`src/rtl/opc7_bus_arbiter.sv`:
```
// opc7_bus_arbiter: shares one memory/IO port between the opc7 CPU and a DMA requester,
// stalling the CPU through clken and bounding DMA wait with a CPU slot counter.
module opc7_bus_arbiter #(
  parameter int AW = 20,
  parameter int DW = 32,
  parameter int CPU_SLOTS = 4
) (
  input  logic          clk,
  input  logic          reset,
  input  logic [AW-1:0] cpu_address,
  input  logic [DW-1:0] cpu_dout,
  input  logic          cpu_rnw,
  input  logic          cpu_vpa,
  input  logic          cpu_vda,
  input  logic          cpu_vio,
  output logic [DW-1:0] cpu_din,
  output logic          cpu_clken,
  input  logic          dma_req,
  input  logic [AW-1:0] dma_addr,
  input  logic [DW-1:0] dma_wdata,
  input  logic          dma_rnw,
  output logic          dma_gnt,
  output logic          dma_ack,
  output logic [DW-1:0] dma_rdata,
  output logic [AW-1:0] mem_addr,
  output logic [DW-1:0] mem_wdata,
  output logic          mem_ce,
  output logic          mem_we,
  output logic          mem_io,
  input  logic [DW-1:0] mem_rdata,
  input  logic          mem_ready
);
  typedef enum logic [2:0] {ARB, CPU_ACC, CPU_DONE, DMA_ACC, DMA_DONE} state_t;
  state_t state;
  logic [7:0] slot_cnt;
  logic boot;
  logic cpu_busreq, full, dma_wins, acc_cpu, acc_dma;
  assign cpu_busreq = cpu_vpa | cpu_vda | cpu_vio;
  assign full       = slot_cnt == 8'(CPU_SLOTS);
  assign dma_wins   = dma_req & (!cpu_busreq | full);
  assign acc_cpu    = state == CPU_ACC;
  assign acc_dma    = state == DMA_ACC;
  assign mem_addr   = acc_dma ? dma_addr : cpu_address;
  assign mem_wdata  = acc_dma ? dma_wdata : cpu_dout;
  assign mem_ce     = acc_cpu | acc_dma;
  assign mem_we     = (acc_cpu & !cpu_rnw) | (acc_dma & !dma_rnw);
  assign mem_io     = acc_cpu & cpu_vio;
  assign dma_gnt    = acc_dma;
  assign dma_ack    = state == DMA_DONE;
  // boot keeps clken high through reset and spends the first edge after release idling in ARB
  assign cpu_clken  = (state == CPU_DONE) | boot;
  always_ff @(posedge clk or posedge reset) begin
    if (reset) begin
      state     <= ARB;
      slot_cnt  <= '0;
      boot      <= 1'b1;
      cpu_din   <= '0;
      dma_rdata <= '0;
    end else begin
      case (state)
        ARB: begin
          boot <= 1'b0;
          if (!boot) begin
            state    <= dma_wins ? DMA_ACC : cpu_busreq ? CPU_ACC : CPU_DONE;
            slot_cnt <= (!dma_req || dma_wins) ? 8'd0 : (cpu_busreq && !full) ? slot_cnt + 8'd1 : slot_cnt;
          end
        end
        CPU_ACC: if (mem_ready) begin
          state <= CPU_DONE;
          if (cpu_rnw) cpu_din <= mem_rdata;
        end
        DMA_ACC: if (mem_ready) begin
          state     <= DMA_DONE;
          dma_rdata <= mem_rdata;
        end
        default: state <= ARB;
      endcase
    end
  end
endmodule
```
`config.mk`:
```
export PLATFORM = sky130hd
export DESIGN_NAME = opc7_bus_arbiter
export DESIGN_NICKNAME = d
export VERILOG_FILES = /design/src/rtl/opc7_bus_arbiter.sv
export SDC_FILE = /design/constraint.sdc
export NUM_CORES = 1
export LEC_CHECK = 0
export BUFFER_PORTS_ARGS = -buffer_cell sky130_fd_sc_hd__buf_2
export CORE_ASPECT_RATIO = 2
export CORE_MARGIN = 4
export CORE_UTILIZATION = 35
export CTS_BUF_LIST = sky130_fd_sc_hd__clkbuf_8 sky130_fd_sc_hd__clkbuf_16
export DETAILED_ROUTE_END_ITERATION = 10
export PLACE_DENSITY = 0.71
export SYNTH_ARGS = -nofsm -noshare
export SYNTH_HDL_FRONTEND = slang
export SYNTH_SLANG_ARGS = --single-unit
```
`constraint.sdc`:
```
create_clock -name clk -period 5.1 [get_ports clk]
set_input_delay 0.765 -clock clk [delete_from_list [all_inputs] [get_ports clk]]
set_output_delay 0.765 -clock clk [all_outputs]
set_load 0.05 [all_outputs]
```
==> metrics.md <==
| Metric | Value |
|---|---|
| Final net count | 682 |
| Final max-slew violation count | 0 |
| Maximum fanout along the worst path | 50 |
| Setup slack of the most critical reg-to-reg path | 2850 ps |
| Reg2reg path depth | 4 |
| N_diodes | 0 |
| Mean cell area of the mapped netlist | 13.7 sq um |
| Post-Place Setup Slack | 2330 ps |
| Slew Limit Headroom | 37.8% |
| Startpoint class of the critical path | flip-flop |
| Boundary pin count | 267 |
| Final setup violation count | 0 |
| Sequential fraction of the synthesis area | 51.7% |
| Classification of the worst setup path | reg -> out |
| Cell type with the highest aggregate area in the netlist | sky130_fd_sc_hd__dfrtp_1 |
| Required arrival time at the worst endpoint | 4340 ps |
| Maxcap violations | 0 |
| Critical path cell sequence | and3b_2, buf_4, mux2_1, buf_2 |
| WL met3 | 1350 um |
| Core box area | 10200 sq um |
| Number of levels the H-tree was split into | 3 |
| Die width | 80.5 um |
| Via density per instance | 4.78 |
| Via count | 3226 |
| Maximum clock path buffer count | 2 |
| Final setup TNS | 0 ps |
| Final number of hold-violating endpoints | 0 |
| Clock latency at the later pin of the worst-skew pair | 330 ps |
| Post-Route Skew | 5.55 ps |
| Highest routing layer actually used | met4 |
| Clock slew at the register clock pins of the worst setup and hold paths | 60 ps |
| Remaining design rule violation count | 0 |
| Post-synthesis sequential element count | 76 |
| GRT Residual Overflow | 0 |
| First-pass GRT wire length | 16900 um |
| Met1 Routed Length | 3800 um |
| Layout cells sized above 1 | 54.6% |
| Clock net sink count | 76 |
| Clock root buffer | sky130_fd_sc_hd__clkbuf_16 |
| Cell count of the worst hold path | 1 |
| Actual slew at the worst max-slew pin | 933 ps |
| Vertical die dimension | 153 um |
| Shortest clock period the worst path allows after layout | 3100 ps |
| Maximum number of pins on one net before global-route repair | 77 |
| Number of iterations in the first detailed-routing pass | 4 |
| Setup repair after global routing missed its margin | no |
| Run status | completed |
| LEAKAGE | 2.79 nW |
| Die area | 12300 sq um |
| Port bufs | 266 |
| Synthesized area | 3680 sq um |
| Number of distinct standard cells referenced by the synthesized netlist | 34 |
| Mapped Nets | 416 |
| Total CTS buffers | 9 |
| WL final | 11200 um |
| Starting utilization of the core area | 36.0% |
| Hold Path Sink | boot |
| Final Cycle Share | 60.7% |
| Hold Crit Class | reg -> reg |
| RR Endpoint | dma_rdata[5] |
| Detailed route wirelength on metal2 | 5840 um |
| Residual antenna-violating net count after detailed routing | 0 |
| Max rail drop VDD | 549 uV |
| Number of placement rows | 52 |
| Area delta synth->final | 47.8% |
| Final weighted congestion of routability-driven global placement | 0.814 |
| Post-Syn Instances | 269 |
| Area share of the leading cell type in the synthesized netlist | 51.0% |
| Worst setup EP type | output pin |
| Start point of the worst min-delay path | boot |
| R2r startpoint | state[1] |
| Gates resized, CTS repair | 0 |
| Vias in the first global route | 3503 |
| Yosys warning total | 0 |
| Hold bufs inserted after CTS | 0 |
| Fmax | 0.323 GHz |
| Iteration-0 DRC Markers | 27 |
| Final-layout fill cell count | 884 |
| Detail Placement HPWL | 9010 um |
| Final critical-path setup slack | 2000 ps |
| Cell types with the largest area share after synthesis | sky130_fd_sc_hd__dfrtp_1, sky130_fd_sc_hd__mux2_1, sky130_fd_sc_hd__buf_2 |
| WL/cell | 16.6 um |
| CP max stage cell | sky130_fd_sc_hd__buf_4 |
| Total global routing track utilization | 17.8% |
| TritonCTS clock tree | built |
| Number of antenna violations at the first check in global routing | 0 |
| Power density over the cells | 748 nW/um^2 |
| Setup fix buffers added after clock tree synthesis | 0 |
| Arr. time, crit path | 2330 ps |
| Critical path's largest stage delay | 530 ps |
| Overall power of the completed layout | 4.07 mW |
[worst max path at each step]
stage / startpoint / to / slack (ps) / depth (start not counted)
floorplan: cpu_rnw / mem_we / 2290 / 2
global placement: state[1] / mem_addr[2] / 2380 / 4
detailed placement: state[1] / mem_addr[2] / 2330 / 4
CTS: state[1] / mem_addr[2] / 1960 / 4
global route: state[1] / mem_addr[2] / 1870 / 4
finish: state[1] / mem_addr[2] / 2000 / 4
[cells by family (layout without fill, tap and decap cells)]
logic type | Yosys count | in the layout | share of synthesized area [%]
AND/OR/NAND/NOR | 36 | 36 | 5.57
AO/OA/AOI/OAI | 12 | 12 | 2.48
flip-flops | 76 | 76 | 51.7
buffers and inverters | 23 | 294 | 3.16
XOR/XNOR | 4 | 4 | 0.951
multiplexers | 116 | 116 | 35.5
adder cells (fa/ha/maj) | 2 | 2 | 0.679
[through the flow]
step           util (%)  hold slack [ps]  area (sq um)  std cells
3_5_place_dp       50.2              470          5130        659
4_1_cts            53.3              480          5440        675
3_3_place_gp       50.2              453          5130        659
2_1_floorplan         -              445          3680        269
6_report           53.3              476          5440        675
5_1_grt            53.3              502          5440        675
[worst max-delay path, delay by kind of cell, from the launching register on]
kind | cells | cell delay, ps
and+or+nand+nor | 1 | 320
DFF | 1 | 490
buffers and inverters | 2 | 750
muxes | 1 | 400
[state kept, by name (all words and copies together), names as in the netlist]
register	count
cpu_din	32
dma_rdata	32
slot_cnt	8
state	3
boot	1
[synth_stat cells]
cell type / n
sky130_fd_sc_hd__ha_1: 2
sky130_fd_sc_hd__xnor2_1: 4
sky130_fd_sc_hd__nor2b_1: 1
sky130_fd_sc_hd__nand4_1: 1
sky130_fd_sc_hd__nor3_1: 3
sky130_fd_sc_hd__a311oi_2: 1
sky130_fd_sc_hd__nor2_2: 1
sky130_fd_sc_hd__or4_4: 1
sky130_fd_sc_hd__nor3b_1: 3
sky130_fd_sc_hd__nor4_1: 1
sky130_fd_sc_hd__a211oi_1: 1
sky130_fd_sc_hd__inv_2: 2
sky130_fd_sc_hd__nor2_1: 5
sky130_fd_sc_hd__buf_2: 12
sky130_fd_sc_hd__inv_1: 6
sky130_fd_sc_hd__nand2_1: 7
sky130_fd_sc_hd__o22ai_1: 3
sky130_fd_sc_hd__a41oi_1: 1
sky130_fd_sc_hd__nand3_1: 6
sky130_fd_sc_hd__buf_6: 2
sky130_fd_sc_hd__nand2b_1: 2
sky130_fd_sc_hd__nor4b_1: 1
sky130_fd_sc_hd__or2_2: 1
sky130_fd_sc_hd__dfrtp_1: 75
sky130_fd_sc_hd__o311ai_1: 2
sky130_fd_sc_hd__and3_1: 1
sky130_fd_sc_hd__o21ai_1: 2
sky130_fd_sc_hd__and3b_1: 1
sky130_fd_sc_hd__clkbuf_1: 1
sky130_fd_sc_hd__mux2_1: 116
sky130_fd_sc_hd__dfstp_2: 1
sky130_fd_sc_hd__a21oi_1: 1
sky130_fd_sc_hd__nand2b_4: 1
sky130_fd_sc_hd__o31a_1: 1
[cell usage in the layout (no fill, tap or decap), drive strengths merged, types with 2 or more instances in the layout]
cell    count
buf       270
bufinv      2
clkbuf      9
clkinv      3
dfrtp      75
ha          2
inv        10
mux2      116
nand2       7
nand2b      3
nand3       6
nor2        6
nor3        3
nor3b       3
o21ai       2
o22ai       3
o311ai      2
xnor2       4
[metal layers]
layer,up-vias,global-route usage [%]
met4,0,6.69
li1,1497,-
met5,-,0
met2,195,33.1
met3,18,6.60
met1,1516,17.0
[power breakdown]
part	internal, mW	switching [mW]	leakage [nW]	total, mW
Sequential	0.886	0.168	0.922	1.05
Clock	0.427	0.237	0.161	0.664
Combinational	0.584	1.77	1.71	2.36
[final cells by class]
type / count / area (sq um) / area share, %
inverter: 8 / 30.0 / 0.552
timing repair buffer: 270 / 1360 / 25.0
clock inverter: 7 / 91.3 / 1.68
sequential: 76 / 1900 / 35.0
tap: 135 / 169 / 3.10
clock buffer: 9 / 225 / 4.14
multi-input combinational: 170 / 1660 / 30.6
(Power assumes the default switching activity.)
